==> src/rtl/writeback_stage_pkg.sv <==
// Shared types and constants for the MEM/WB writeback stage.
// Writeback source codes, halt FSM encoding and default widths.
package writeback_stage_pkg;

    localparam int DEF_DATA_W = 32;
    localparam int DEF_ADDR_W = 5;
    localparam int DEF_CNT_W  = 32;

    localparam int REG_ZERO = 0;

    typedef enum logic [1:0] {
        WB_ALU  = 2'b00,
        WB_LOAD = 2'b01,
        WB_LINK = 2'b10,
        WB_RSVD = 2'b11
    } wb_sel_e;

    typedef enum logic {
        RUN    = 1'b0,
        HALTED = 1'b1
    } wb_state_e;

endpackage

==> src/rtl/writeback_stage_if.sv <==
// MEM-to-WB bus: retiring instruction fields in, register file write and status out.
// The master is the MEM stage / decode side, the slave is the writeback stage.
interface writeback_stage_if
    import writeback_stage_pkg::*;
#(
    parameter int DATA_W = DEF_DATA_W,
    parameter int ADDR_W = DEF_ADDR_W,
    parameter int CNT_W  = DEF_CNT_W
);
    logic              mem_valid;
    logic              mem_flush;
    logic              mem_regWrite;
    logic [1:0]        mem_wbSel;
    logic              mem_halt;
    logic [ADDR_W-1:0] mem_rd;
    logic [DATA_W-1:0] mem_alu;
    logic [DATA_W-1:0] mem_load;
    logic [DATA_W-1:0] mem_pc4;
    logic [ADDR_W-1:0] rs_1;
    logic [ADDR_W-1:0] rt_2;

    logic [ADDR_W-1:0] rd_w;
    logic [DATA_W-1:0] writeData;
    logic              regWrite;
    logic              byp1_hit;
    logic              byp2_hit;
    logic [CNT_W-1:0]  retired;
    logic              halted;

    modport master (
        output mem_valid, mem_flush, mem_regWrite, mem_wbSel, mem_halt,
               mem_rd, mem_alu, mem_load, mem_pc4, rs_1, rt_2,
        input  rd_w, writeData, regWrite, byp1_hit, byp2_hit, retired, halted
    );

    modport slave (
        input  mem_valid, mem_flush, mem_regWrite, mem_wbSel, mem_halt,
               mem_rd, mem_alu, mem_load, mem_pc4, rs_1, rt_2,
        output rd_w, writeData, regWrite, byp1_hit, byp2_hit, retired, halted
    );

endinterface

==> src/rtl/writeback_stage_wb_select.sv <==
// Writeback data mux: ALU result, load data or link address; the reserved code yields 0.
module wb_select
    import writeback_stage_pkg::*;
#(
    parameter int DATA_W = DEF_DATA_W
) (
    input  logic [1:0]        sel_i,
    input  logic [DATA_W-1:0] alu_i,
    input  logic [DATA_W-1:0] load_i,
    input  logic [DATA_W-1:0] pc4_i,
    output logic [DATA_W-1:0] data_o
);

    always_comb begin
        data_o = '0;
        case (wb_sel_e'(sel_i))
            WB_ALU:  data_o = alu_i;
            WB_LOAD: data_o = load_i;
            WB_LINK: data_o = pc4_i;
            default: data_o = '0;
        endcase
    end

endmodule

==> src/rtl/writeback_stage.sv <==
// MEM/WB pipeline register and register file write driver, with decode bypass,
// retire counter and a halt FSM that leaves HALTED only through reset.
module writeback_stage
    import writeback_stage_pkg::*;
#(
    parameter int DATA_W = DEF_DATA_W,
    parameter int ADDR_W = DEF_ADDR_W,
    parameter int CNT_W  = DEF_CNT_W
) (
    input  logic               clk,
    input  logic               rst_n,
    writeback_stage_if.slave   bus
);

    wb_state_e         state_q, state_d;
    logic              captureEn;
    logic              haltedOut;

    logic              valid_q, valid_d;
    logic [ADDR_W-1:0] rd_q, rd_d;
    logic [DATA_W-1:0] data_q, data_d;
    logic              regWrite_q, regWrite_d;
    logic [CNT_W-1:0]  retired_q, retired_d;

    logic [DATA_W-1:0] selData;
    logic              take;

    wb_select #(.DATA_W(DATA_W)) u_wb_select (
        .sel_i  (bus.mem_wbSel),
        .alu_i  (bus.mem_alu),
        .load_i (bus.mem_load),
        .pc4_i  (bus.mem_pc4),
        .data_o (selData)
    );

    always_ff @(posedge clk) begin
        if (!rst_n) begin
            state_q <= RUN;
        end else begin
            state_q <= state_d;
        end
    end

    // A halt retires only if it is real and not flushed; flush wins over halt.
    always_comb begin
        state_d = state_q;
        if (state_q == RUN && bus.mem_valid && !bus.mem_flush && bus.mem_halt) begin
            state_d = HALTED;
        end
    end

    always_comb begin
        captureEn = (state_q == RUN);
        haltedOut = (state_q == HALTED);
    end

    // Bubbles, flushes and anything arriving while halted load an all-zero entry.
    always_comb begin
        take       = captureEn & bus.mem_valid & ~bus.mem_flush;
        valid_d    = take;
        rd_d       = '0;
        data_d     = '0;
        regWrite_d = 1'b0;
        retired_d  = retired_q + {{(CNT_W-1){1'b0}}, take};
        if (take) begin
            rd_d       = bus.mem_rd;
            data_d     = selData;
            regWrite_d = bus.mem_regWrite & ~bus.mem_halt &
                         (bus.mem_rd != ADDR_W'(REG_ZERO));
        end
    end

    always_ff @(posedge clk) begin
        if (!rst_n) begin
            valid_q    <= 1'b0;
            rd_q       <= '0;
            data_q     <= '0;
            regWrite_q <= 1'b0;
            retired_q  <= '0;
        end else begin
            valid_q    <= valid_d;
            rd_q       <= rd_d;
            data_q     <= data_d;
            regWrite_q <= regWrite_d;
            retired_q  <= retired_d;
        end
    end

    assign bus.rd_w      = rd_q;
    assign bus.writeData = data_q;
    assign bus.regWrite  = regWrite_q & valid_q;
    assign bus.byp1_hit  = bus.regWrite & (bus.rs_1 == rd_q);
    assign bus.byp2_hit  = bus.regWrite & (bus.rt_2 == rd_q);
    assign bus.retired   = retired_q;
    assign bus.halted    = haltedOut;

endmodule

==> src/flat_wrapper.sv <==
// flat-port wrapper written by rule: the top's interface ports become plain ports
module writeback_stage_flat import writeback_stage_pkg::*;
#(
    parameter int DATA_W = DEF_DATA_W,
    parameter int ADDR_W = DEF_ADDR_W,
    parameter int CNT_W  = DEF_CNT_W
)
  (clk, rst_n, bus_mem_valid, bus_mem_flush, bus_mem_regWrite, bus_mem_wbSel, bus_mem_halt, bus_mem_rd, bus_mem_alu, bus_mem_load, bus_mem_pc4, bus_rs_1, bus_rt_2, bus_rd_w, bus_writeData, bus_regWrite, bus_byp1_hit, bus_byp2_hit, bus_retired, bus_halted);
  writeback_stage_if #(.DATA_W(DATA_W), .ADDR_W(ADDR_W), .CNT_W(CNT_W)) bus_i ();
  input  logic clk;
  input  logic rst_n;
  input wire logic [$bits(bus_i.mem_valid)-1:0] bus_mem_valid;
  input wire logic [$bits(bus_i.mem_flush)-1:0] bus_mem_flush;
  input wire logic [$bits(bus_i.mem_regWrite)-1:0] bus_mem_regWrite;
  input wire logic [$bits(bus_i.mem_wbSel)-1:0] bus_mem_wbSel;
  input wire logic [$bits(bus_i.mem_halt)-1:0] bus_mem_halt;
  input wire logic [$bits(bus_i.mem_rd)-1:0] bus_mem_rd;
  input wire logic [$bits(bus_i.mem_alu)-1:0] bus_mem_alu;
  input wire logic [$bits(bus_i.mem_load)-1:0] bus_mem_load;
  input wire logic [$bits(bus_i.mem_pc4)-1:0] bus_mem_pc4;
  input wire logic [$bits(bus_i.rs_1)-1:0] bus_rs_1;
  input wire logic [$bits(bus_i.rt_2)-1:0] bus_rt_2;
  output wire logic [$bits(bus_i.rd_w)-1:0] bus_rd_w;
  output wire logic [$bits(bus_i.writeData)-1:0] bus_writeData;
  output wire logic [$bits(bus_i.regWrite)-1:0] bus_regWrite;
  output wire logic [$bits(bus_i.byp1_hit)-1:0] bus_byp1_hit;
  output wire logic [$bits(bus_i.byp2_hit)-1:0] bus_byp2_hit;
  output wire logic [$bits(bus_i.retired)-1:0] bus_retired;
  output wire logic [$bits(bus_i.halted)-1:0] bus_halted;
  assign bus_i.mem_valid = bus_mem_valid;
  assign bus_i.mem_flush = bus_mem_flush;
  assign bus_i.mem_regWrite = bus_mem_regWrite;
  assign bus_i.mem_wbSel = bus_mem_wbSel;
  assign bus_i.mem_halt = bus_mem_halt;
  assign bus_i.mem_rd = bus_mem_rd;
  assign bus_i.mem_alu = bus_mem_alu;
  assign bus_i.mem_load = bus_mem_load;
  assign bus_i.mem_pc4 = bus_mem_pc4;
  assign bus_i.rs_1 = bus_rs_1;
  assign bus_i.rt_2 = bus_rt_2;
  assign bus_rd_w = bus_i.rd_w;
  assign bus_writeData = bus_i.writeData;
  assign bus_regWrite = bus_i.regWrite;
  assign bus_byp1_hit = bus_i.byp1_hit;
  assign bus_byp2_hit = bus_i.byp2_hit;
  assign bus_retired = bus_i.retired;
  assign bus_halted = bus_i.halted;
  writeback_stage #(.DATA_W(DATA_W), .ADDR_W(ADDR_W), .CNT_W(CNT_W)) u_core (.clk(clk), .rst_n(rst_n), .bus(bus_i));
endmodule
==> config.mk <==
export PLATFORM = sky130hd
export DESIGN_NAME = writeback_stage_flat
export DESIGN_NICKNAME = d
export VERILOG_FILES = /design/src/rtl/writeback_stage_pkg.sv /design/src/rtl/writeback_stage_if.sv /design/src/rtl/writeback_stage_wb_select.sv /design/src/rtl/writeback_stage.sv /design/src/flat_wrapper.sv
export SDC_FILE = /design/constraint.sdc
export NUM_CORES = 1
export LEC_CHECK = 0
export BUFFER_PORTS_ARGS = -buffer_cell sky130_fd_sc_hd__buf_2
export CAP_MARGIN = 20
export CORE_MARGIN = 2
export CORE_UTILIZATION = 47
export DETAILED_ROUTE_END_ITERATION = 8
export PLACE_DENSITY = 0.85
export SYNTH_ARGS = -nofsm -noshare
export SYNTH_HDL_FRONTEND = slang
export SYNTH_SLANG_ARGS = --single-unit
==> constraint.sdc <==
create_clock -name clk -period 5 [get_ports clk]
set_input_delay 1 -clock clk [delete_from_list [all_inputs] [get_ports clk]]
set_output_delay 1 -clock clk [all_outputs]
set_load 0.02 [all_outputs]
Word level (Yosys, flattened, before mapping)
Index checks and enable logic that the tools add are counted.
{ "totals": {"ff_bits": 72, "inputBits": 119, "word_cells": 29, "out_inout_bits": 73} }
{ "op_classes": {"n_reduce_logical": 7, "n_bitwise": 10, "eq_ne": 4, "muxes": 1, "add_sub_neg": 1} }
{ "op_table": {"columns": ["operator", "count"], "rows": [
  ["$pmux W32 S3", 1],
  ["$add A32 B1 Y32", 1],
  ["$eq A5 B5 Y1", 2],
  ["$and A1 B1 Y1", 7],
  ["$reduce_bool A5 Y1", 1],
  ["$logic_and A1 B1 Y1", 3],
  ["$not A1 Y1", 3],
  ["$eq A2 B1 Y1 const B", 1],
  ["$eq A2 B2 Y1 const B", 1],
  ["$logic_not A2 Y1", 1],
  ["$reduce_and A2 Y1", 1],
  ["$logic_not A1 Y1", 1]
]} }

Longest topological paths before layout
Gate-level depths: netlist of run 1.
{ "depth": {"depth_word": 4, "mapped_depth": 8, "ltp_nobuf": 7} }

Cells and area by module
From an unflattened synthesis of run 1, not the netlist that was laid out.
{ "hier_totals": {"cells_unflattened": 349, "area_unflattened_um2": 3590.9} }
{ "modules_own_cells": {"columns": ["module", "cells_per_inst", "seq_area_each_um2", "area_per_inst_um2", "instances"], "rows": [
  ["writeback_stage", 272, 1441.4, 2803.9, 1],
  ["wb_select", 77, 0.0, 787.0, 1]
]} }

Worst setup path before layout of run 1
OpenSTA, ideal clock, no wires.
{ "synth_path": {"kind": "input port to flip-flop", "from": "in bus_mem_valid", "to": "reg u_core.retired_q[24], in the netlist u_core.bus.retired[24]", "t_arrival_ps": 3273, "required_ps": 4929, "n_path_buf": 1, "setup_slack_ps": 1656, "setup_time_ps": 71, "stages": 8, "cell_sequence": "nor3b_1 -> ha_1 -> ha_1 -> nand4_1 -> or4_1 -> buf_2 -> or3_1 -> a21oi_1"} }
{ "synth_via": {"elab_chain_len": 3} }
{ "synth_lines": {"columns": ["element", "line_no", "text"], "rows": [
  ["start, declared", "flat_wrapper.sv:12", "input wire logic [$bits(bus_i.mem_valid)-1:0] bus_mem_valid;"],
  ["$and A1 B1 Y1 (2 in a row)", "writeback_stage.sv:59", "take = captureEn & bus.mem_valid & ~bus.mem_flush;"],
  ["$add A32 B1 Y32", "writeback_stage.sv:64", "retired_d = retired_q + {{(CNT_W-1){1'b0}}, take};"],
  ["end signal, assigned", "writeback_stage.sv:85", "retired_q <= retired_d;"],
  ["end, declared", "writeback_stage.sv:23", "logic [CNT_W-1:0] retired_q, retired_d;"]
]} }
Every way passes these cells.
A chain may end at the register's enable or synchronous reset.

Final worst setup path of run 1
{ "layout_path": {"from": "in bus_mem_flush", "to": "reg u_core.retired_q[26], in the netlist u_core.bus.retired[26]"} }
{ "layout_via": {"elab_chain_len": 3} }
{ "layout_lines": {"columns": ["element", "line_no", "text"], "rows": [
  ["start, declared", "flat_wrapper.sv:13", "input wire logic [$bits(bus_i.mem_flush)-1:0] bus_mem_flush;"],
  ["$not A1 Y1", "writeback_stage.sv:59", null],
  ["$and A1 B1 Y1", "writeback_stage.sv:59", null],
  ["via u_core.take", "writeback_stage.sv:26", "logic take;"],
  ["$add A32 B1 Y32", "writeback_stage.sv:64", null]
]} }
The timed path passes the listed nets, and every way through them passes these cells.

==> out/qor.csv, run 1 <==
stage;metric;value;unit
outcome;status;finished, final reports clean;
clock_tree;cts_setup_buffers;0;
cells_and_area;layout-drive-gt1-share;0.3692;
power_and_ir_drop;p_int;985.3;uW
cells_and_area;layout_common_cells;191 x buf_2, 81 x nor2_1, 72 x dfxtp_1;
floorplan;initial_core_util;0.4858;
timing;fin_crit_sh;0.7485;
power_and_ir_drop;p_seq_frac;0.457;
timing;fmax;0.2672;GHz
setup_path;max_stage_delay;750;ps
clock_tree;clock_tree.root_cell;clkbuf_8;
synth;syn_inst;392;
grt;grt_pass1_vias;3113;
place;io_buffers;191;
worst_hold_path;holdCritPathClass;register to register;
synth;yosys.cell_types.count;32;
drt;wl_per_cell;14.11;um
power_and_ir_drop;irDropWorstVdd;0.0001453;V
setup_path;critPathRequiredTime;5250;ps
place;place_ws;963.1;ps
timing;rsz0062_at_grt;no;
setup_path;critical_path.startpoint;bus_mem_flush;
setup_path;setup.worst_path.end;u_core.bus.retired[26]$_SDFF_PN0_;
synth;syn-num-nets;514;
place;detailed_place_hpwl;7.567;mm
synth;synth_ff_type;dfxtp_1;
timing;hold_viol_final;0;
timing;final-setup-viol-count;0;
clock_tree;postCtsResizedCells;0;
clock_tree;cts_tree;built;
setup_path;path_class;input port to register;
timing;slew_headroom;0.3651;
grt;antenna_found_initial;1;
cells_and_area;num_antenna_cells;0;
grt;grt_pass1_wl;14.31;mm
clock_tree;worstSkewPairLatency;340;ps
job;drv_cap;0;
synth;syn_area_per_cell;8.420;sq um
setup_path;end_kind;register;
timing;finalClockSkew;10.21;ps
cells_and_area;areaGrowthSynthToFinish;38.48;%
cells_and_area;nets;694;
power_and_ir_drop;pwr-share-clk;0.428;
worst_hold_path;hold_start;u_core.bus.retired[11]$_SDFF_PN0_;
power_and_ir_drop;swShare;0.2315;
setup_path;reg2reg_from;u_core.bus.halted$_SDFFE_PN0P_;
drt;drtPass1Iterations;4;
synth;synth_edf_count;0;
floorplan;dieHeight;87.80;um
power_and_ir_drop;p_per_area;280.5;nW/um^2
drt;ant_nets;0;
setup_path;critPathMaxFanout;14;
drt;drcViolationCount;0;
grt;grt_start_max_net_pins;36;
setup_path;regToRegSetupSlack;1680;ps
floorplan;rows;30;
drt;wirelength;9.493;mm
drt;drt-initial-drc-count;158;
clock_tree;cts_sinks;72;
setup_path;r2r_cells;7;
cells_and_area;layout_commonest_cell;buf_2;
power_and_ir_drop;p_sw;296.8;uW
setup_path;path_cells;buf_2, nor3b_1, ha_1, ha_1, nand4_1, or4_1, or4_1, a21oi_1;
synth;netlist_area;3301;sq um
synth;yosysWarnings;0;
clock_tree;numCtsBuffers;9;
drt;viasPerCell;5.221;
drt;num_vias;3514;
setup_path;crit_path_top_delay_cell;or4_1;
synth;yosysSeqAreaShare;0.4367;
synth;synth_seq_cells;72;
power_and_ir_drop;p_leak;2.201;nW
setup_path;r2r-end;u_core.bus.retired[26]$_SDFF_PN0_;
clock_tree;clkTransAtPathRegs;70;ps
floorplan;die_w;87.80;um
place;gp_congestion;0.8376;
timing;worstMarginPinSlew;951.3;ps
timing;fin_ws;1257;ps
synth;async_flop_share;0;
grt;grt_use_total;0.2386;
setup_path;startpoint_type;input port;
clock_tree;ctsHoldBuffers;0;
floorplan;coreArea;6794;sq um
floorplan;ios;192;
worst_hold_path;min_path_cells;2;
timing;fin_setup_tns;0;ps
timing;period_needed;3743;ps
clock_tree;cts.path.max_buffers;2;
floorplan;fp.dieArea;7709;sq um
setup_path;cp.arrival;4000;ps
grt;overflow;0;
clock_tree;htreeDepth;3;
power_and_ir_drop;combPwrFrac;0.115;
timing;drv_slew;0;
==> routing by layer <==
metal	GRT usage	wire length, um	vias to the layer above
li1	-	-	1727
met4	0.1245	286	0
met2	0.3960	4788	158
met1	0.2900	3740	1606
met5	0	0	-
met3	0.05184	677	23
==> state kept, by name, summed over array words and instances, names as in the netlist <==
register / count
u_core.valid_q: 1
u_core.bus.rd_w: 5
u_core.regWrite_q: 1
u_core.bus.halted: 1
u_core.bus.retired: 32
u_core.bus.writeData: 32
==> worst min path at each step <==
stage,end
floorplan,u_core.bus.retired[31]$_SDFF_PN0_
finish,u_core.bus.retired[11]$_SDFF_PN0_
global placement,u_core.bus.halted$_SDFFE_PN0P_
CTS,u_core.bus.retired[11]$_SDFF_PN0_
global route,u_core.bus.retired[31]$_SDFF_PN0_
detailed placement,u_core.bus.retired[11]$_SDFF_PN0_
==> per-stage QoR <==
stage	util	hold WS, ps	area [sq um]	total power, mW	cells
5_1_grt	0.6727	534.7	4571	1.330	673
3_5_place_dp	0.6306	496.9	4284	0.7432	655
3_3_place_gp	0.6306	475.7	4284	0.7384	655
6_report	0.6727	502.5	4571	1.282	673
2_1_floorplan	-	552.7	3301	0.6760	392
4_1_cts	0.6665	507.2	4528	1.289	671
==> power groups by stage <==
| stage | Clock [mW] | Sequential, mW | Combinational [mW] |
|---|---|---|---|
| floorplan | 0 | 0.611 | 0.0652 |
| global placement | 0 | 0.599 | 0.139 |
| detailed placement | 0 | 0.600 | 0.143 |
| CTS | 0.559 | 0.587 | 0.144 |
| global route | 0.582 | 0.588 | 0.161 |
| finish | 0.549 | 0.586 | 0.147 |
==> synth_stat cells (9+ instances only) <==
master    count  share of area
a21oi_1      48          0.073
clkbuf_1     19          0.022
dfxtp_1      72           0.44
mux2i_1      33           0.10
nand2_1      12          0.014
nand3_1      11          0.017
nand4_1      13          0.025
nor2_1       81          0.092
o21ai_0       9          0.014
or3_1         9          0.017
or4_1        11          0.025
xnor2_1      15          0.040
==> cells by family (layout without fill, tap and decap cells) <==
family,Yosys count,in the layout,share of synthesized area
AOI/OAI and AO/OA,66,66,0.1069
buffers and inverters,32,217,0.03791
DFF,72,72,0.4367
muxes,33,33,0.1001
xor gates and xnor gates,23,23,0.06103
adders and majority gates,3,3,0.01137
and+or+nand+nor,163,163,0.2460
==> layout make-up <==
| type | instances | area, sq um |
|---|---|---|
| Fill cell | 572 | 2223 |
| Multi-Input combinational cell | 288 | 1737 |
| Sequential cell | 72 | 1441 |
| Timing Repair Buffer | 193 | 998.5 |
| Clock buffer | 9 | 123.9 |
| Clock inverter | 7 | 120.1 |
| Tap cell | 96 | 120.1 |
| Inverter | 8 | 30.03 |
==> worst max-delay path: cells and delay by family <==
| kind | cells | cell delay (ps) |
|---|---|---|
| adders and majority gates | 2 | 600 |
| AOI/OAI and AO/OA | 1 | 150 |
| and+or+nand+nor | 4 | 2130 |
| buffers and inverters | 1 | 110 |
Note: power is estimated with default switching activity, not from simulation.
==> run 2, diff against run 1 <==
CORE_UTILIZATION = 44   (was 47)
PLACE_DENSITY = 0.8   (was 0.85)
clock period = 3.6 ns   (was 5 ns; I/O delays follow)
==> run 2 against run 1 <==
Effect of this change:
- die area grew 6.5%
- register-to-register slack worse by 980 ps
- first-iteration DRC count is 13% higher
- combinational power up 36%
- core utilization fell by 4.4 points
- total power grew 37%
- global-route usage fell by 1.8 points
- sequential power rose by 39%
- critical path depth unchanged
- final area fell by 0.27%
- largest cell class unchanged
- largest power group unchanged
==> out/qor.csv, run 2 (synthesis gave the netlist of run 1 again) <==
stage;metric;value;unit
outcome;status;finished, final reports clean;
power_and_ir_drop;finalPower;1.759;mW
place;io_buffers;191;
cells_and_area;fillers;653;
floorplan;fp.dieArea;8210;sq um
drt;ant_nets;0;
clock_tree;postCtsResizedCells;0;
grt;antenna_found_initial;0;
grt;grt_start_max_net_pins;36;
setup_path;critPathRequiredTime;3860;ps
timing;fin_setup_tns;0;ps
clock_tree;clkTransAtPathRegs;80;ps
drt;num_vias;3490;
clock_tree;worstSkewPairLatency;340;ps
timing;finalClockSkew;8.841;ps
floorplan;rows;31;
setup_path;end_kind;register;
clock_tree;cts_setup_buffers;0;
clock_tree;cts.path.max_buffers;2;
cells_and_area;area.sequential;1441;sq um
drt;wirelength;9.443;mm
cells_and_area;layout-drive-gt1-share;0.3713;
clock_tree;htreeDepth;3;
timing;fmax;0.3289;GHz
timing;fin_ws;559.8;ps
timing;rsz0062_at_grt;no;
job;drv_cap;0;
clock_tree;clock_tree.root_cell;clkbuf_8;
power_and_ir_drop;p_leak;2.195;nW
timing;drv_slew;0;
cells_and_area;nets;696;
drt;drt-initial-drc-count;179;
cells_and_area;layout_common_cells;191 x buf_2, 81 x nor2_1, 72 x dfxtp_1;
timing;hold_viol_final;0;
place;detailed_place_hpwl;7.431;mm
timing;final-setup-viol-count;0;
cells_and_area;postLayoutCoreUtil;0.6284;
timing;worstMarginPinSlew;939.5;ps
grt;grt_pass1_vias;3187;
timing;hold_slack;495.6;ps
timing;fin_crit_sh;0.8445;
power_and_ir_drop;irDropWorstVdd;0.0001876;V
place;dpl_cell_area;4318;sq um
grt;grt_pass1_wl;14.70;mm
clock_tree;cts_sinks;72;
drt;drcViolationCount;0;
setup_path;critPathMaxFanout;14;
setup_path;path_class;input port to register;
place;place_ws;205.8;ps
worst_hold_path;holdCritPathClass;register to register;
grt;grt_use_total;0.2205;
drt;drtPass1Iterations;4;
clock_tree;numCtsBuffers;9;
floorplan;die_w;90.61;um
floorplan;dieHeight;90.61;um
place;placed_cells;662;
drt;viasPerCell;5.147;
setup_path;cp.arrival;3300;ps
floorplan;initial_core_util;0.4551;
timing;slew_headroom;0.3730;
clock_tree;ctsHoldBuffers;0;
floorplan;ios;192;
cells_and_area;num_antenna_cells;0;
place;gp_congestion;0.8982;
floorplan;coreArea;7253;sq um
cells_and_area;layout_commonest_cell;buf_2;
timing;period_needed;3040;ps
setup_path;regToRegSetupSlack;700;ps
setup_path;startpoint_type;input port;
cells_and_area;multiInputGateArea;1737;sq um
grt;overflow;0;
power_and_ir_drop;p_per_area;385.8;nW/um^2
cells_and_area;final_area;4558;sq um
drt;wl_per_cell;13.93;um
cells_and_area;areaGrowthSynthToFinish;38.10;%
clock_tree;cts_tree;built;
cells_and_area;final-instance-count-excl-fill;678;
-- run 2: final timing paths --
check	depth (start not counted)	start	endpoint
worst max-delay path	8	bus_mem_flush	u_core.bus.retired[28]$_SDFF_PN0_
worst min-delay path	2	u_core.bus.retired[31]$_SDFF_PN0_	u_core.bus.retired[31]$_SDFF_PN0_
worst max register to register	7	u_core.bus.halted$_SDFFE_PN0P_	u_core.bus.retired[28]$_SDFF_PN0_
worst min register to register	2	u_core.bus.retired[31]$_SDFF_PN0_	u_core.bus.retired[31]$_SDFF_PN0_
-- run 2: cell type report --
class | count | share of cell area
tap | 99 | 0.02718
timing repair buffer | 195 | 0.2163
clock buffer | 12 | 0.03623
multi-input combinational | 288 | 0.3810
sequential | 72 | 0.3162
inverter | 8 | 0.006588
clock inverter | 4 | 0.01647
-- run 2: critical path: stages --
cell and delay [ps]:
buf_2 100, nor3b_1 310, ha_1 290, ha_1 240, nand4_1 170, or4_1 760
or4_1 570, a21oi_1 140
-- run 2: report_power, final --
part / switching, mW / internal, mW
combinational: 0.103 / 0.0970
clock: 0.297 / 0.447
sequential: 0.00572 / 0.809
-- run 2: routing by layer --
| layer | up-vias | part of all wire | global-route usage |
|---|---|---|---|
| met5 | - | 0 | 0 |
| met4 | 0 | 0.018 | 0.08462 |
| met3 | 17 | 0.069 | 0.04508 |
| met2 | 141 | 0.51 | 0.3912 |
| met1 | 1599 | 0.40 | 0.2603 |
| li1 | 1733 | - | - |
==> run 3, diff against run 2 <==
ABC_AREA = 1   (was not set)
CORE_UTILIZATION = 45   (was 44)
PLACE_DENSITY = 0.81   (was 0.8)
clock period = 2.8 ns   (was 3.6 ns; I/O delays follow)
==> run 3 against run 2 <==
Effect of this change:
- critical path depth is 2 lower
- first-iteration DRC count is 40% lower
- setup slack better by 220 ps
- total power is 19% higher
- final cell count is 25% higher
- combinational power is 21% higher
- clock power is 9.0% higher
- clock skew hardly changed
- critical path type is now register to output port
- critical endpoint is now bus_byp1_hit
==> out/qor.csv, run 3 <==
stage;metric;value;unit
clock_tree;cts.path.max_buffers;2;
drt;drtPass1Iterations;4;
floorplan;dieHeight;92.49;um
grt;grt_start_max_net_pins;35;
setup_path;regToRegSetupSlack;1010;ps
timing;hold_slack;440.0;ps
clock_tree;clock_tree.root_cell;clkbuf_8;
synth;syn-num-nets;672;
clock_tree;cts_setup_buffers;0;
timing;drv_slew;0;
clock_tree;htreeDepth;3;
synth;synth_compound_area_frac;0.04439;
floorplan;rows;32;
timing;slew_headroom;0.4147;
clock_tree;postCtsResizedCells;0;
clock_tree;worstSkewPairLatency;340;ps
drt;wirelength;9.971;mm
drt;drt-initial-drc-count;108;
synth;yosys.area.top_type;dfxtp_1;
worst_hold_path;holdCritPathClass;input port to register;
floorplan;die_w;92.49;um
clock_tree;cts_tree;built;
drt;viasPerCell;4.714;
power_and_ir_drop;p_leak;2.609;nW
timing;finalClockSkew;8.417;ps
power_and_ir_drop;p_per_area;442.2;nW/um^2
grt;antenna_found_initial;0;
floorplan;coreArea;7647;sq um
grt;overflow;0;
synth;ys_top_cells_by_count;210 x nand2_1, 76 x nor2_1, 72 x dfxtp_1, 61 x inv_1, 47 x nand3_1;
synth;async_flop_share;0;
outcome;status;finished, final reports clean;
synth;synth_seq_cells;72;
cells_and_area;nets;861;
cells_and_area;num_antenna_cells;0;
setup_path;startpoint_type;register;
synth;yosysWarnings;0;
cells_and_area;areaGrowthSynthToFinish;34.69;%
drt;num_vias;3988;
place;placed_cells;830;
worst_hold_path;min_path_cells;3;
timing;hold_viol_final;0;
synth;synth_adder_area_share;0.01065;
setup_path;reg2reg_from;u_core.bus.halted$_SDFFE_PN0P_;
clock_tree;cts_sinks;72;
grt;grt_pass1_wl;17.10;mm
synth;synth_ff_type;dfxtp_1;
synth;yosys.cell_types.count;26;
setup_path;r2r_cells;11;
synth;netlist_top_cells_area;dfxtp_1 41%, nand2_1 22%, nor2_1 8.1%;
synth;syn_inst;550;
setup_path;critPathMaxFanout;4;
worst_hold_path;hold_end;u_core.bus.rd_w[0]$_SDFF_PN0_;
grt;grt_pass1_vias;3927;
floorplan;fp.dieArea;8553;sq um
timing;final-setup-viol-count;0;
clock_tree;clkTransAtPathRegs;70;ps
cells_and_area;postLayoutCoreUtil;0.6206;
setup_path;r2r-end;u_core.bus.retired[12]$_SDFF_PN0_;
place;detailed_place_hpwl;8.166;mm
synth;yosys.area_share.simple;0.4251;
synth;synth_top_family_by_area;simple AND/OR/NAND/NOR gates;
timing;rsz0062_at_grt;no;
job;drv_cap;0;
setup_path;end_kind;output port;
timing;fmax;0.4947;GHz
cells_and_area;layout-drive-gt1-share;0.3065;
timing;worstMarginPinSlew;876.9;ps
floorplan;initial_core_util;0.4607;
setup_path;cp.arrival;1460;ps
worst_hold_path;hold_start;bus_mem_rd[0];
power_and_ir_drop;finalPower;2.099;mW
setup_path;path_class;register to output port;
drt;ant_nets;0;
timing;period_needed;2021;ps
timing;fin_setup_tns;0;ps
synth;synth_edf_count;0;
clock_tree;numCtsBuffers;9;
synth;syn_area_per_cell;6.406;sq um
grt;grt_use_total;0.2467;
cells_and_area;final-instance-count-excl-fill;846;
synth;synth_top_area_share;0.4091;
drt;wl_per_cell;11.79;um
setup_path;critPathRequiredTime;2240;ps
place;io_buffers;191;
cells_and_area;layout_common_cells;210 x nand2_1, 191 x buf_2, 75 x nor2_1;
drt;drcViolationCount;0;
floorplan;ios;192;
timing;fin_crit_sh;0.7219;
cells_and_area;layout_commonest_cell;nand2_1;
place;gp_congestion;0.9473;
synth;netlist_area;3523;sq um
synth;synth_most_common_cell;nand2_1;
power_and_ir_drop;irDropWorstVdd;0.0001997;V
synth;yosysSeqAreaShare;0.4091;
clock_tree;ctsHoldBuffers;0;
synth;synth.area.mux_share;0;
synth;synth_xor_area_frac;0.02237;
==> run 3: changes by cell type after synthesis, sizes merged, moves of 7 or more <==
cell,change
nand2,+202
inv,+55
nand3,+35
mux2i,-33
a21oi,-29
nand4,-14
clkbuf,-13
or4,-11
xnor2,-10
or3,-8
o31ai,-7
==> run 3: cell type report <==
class,count,area [sq um]
Fill cell,752,2902
Multi-Input combinational cell,400,1773
Sequential cell,72,1441
Timing Repair Buffer,193,970.9
Inverter,63,236.5
Clock buffer,10,137.6
Tap cell,102,127.6
Clock inverter,6,58.81
==> run 3: cell families (layout without fill, tap and decap cells) <==
logic type	Yosys count	in the layout
XOR/XNOR	9	9
AO/OA/AOI/OAI	28	28
AND/OR/NAND/NOR	360	360
adder cells (fa/ha/maj)	3	3
buffers and inverters	78	272
flip-flops	72	72
==> run 3: power by group <==
part	total, mW	internal (mW)	switching (mW)
logic	0.242	0.110	0.132
registers	1.05	1.04	0.00586
clock network	0.811	0.431	0.380
==> run 3: worst max-delay path by stage <==
stage	from	depth (start not counted)	endpoint	slack (ps)
6_report	u_core.bus.rd_w[1]$_SDFF_PN0_	6	bus_byp1_hit	780
5_1_grt	u_core.bus.rd_w[0]$_SDFF_PN0_	6	bus_byp1_hit	660
4_1_cts	u_core.bus.rd_w[1]$_SDFF_PN0_	6	bus_byp1_hit	760
3_5_place_dp	bus_mem_flush	11	u_core.bus.retired[12]$_SDFF_PN0_	660
3_3_place_gp	bus_mem_flush	12	u_core.bus.retired[14]$_SDFF_PN0_	720
2_1_floorplan	bus_mem_flush	11	u_core.bus.retired[14]$_SDFF_PN0_	910
==> run 3: through the flow <==
stage / instance area [sq um] / worst slack (ps)
2_1_floorplan: 3523 / 907.4
3_3_place_gp: 4549 / 720.2
3_5_place_dp: 4549 / 659.0
4_1_cts: 4746 / 762.4
5_1_grt: 4746 / 661.1
6_report: 4746 / 778.6
==> run 3: routing by layer <==
metal / wire, um / track usage / part of all wire
met2: 5238 / 0.4659 / 0.53
met4: 338 / 0.1182 / 0.034
met3: 644 / 0.04394 / 0.065
met1: 3749 / 0.2623 / 0.38
met5: 0 / 0 / 0
==> run 3: worst max-delay path, stage by stage (launching register included) <==
cell and delay (ps):
dfxtp_1 330, inv_1 80, nand2_1 60, nand2_1 40
or3_1 340, nor2_1 90, buf_2 170
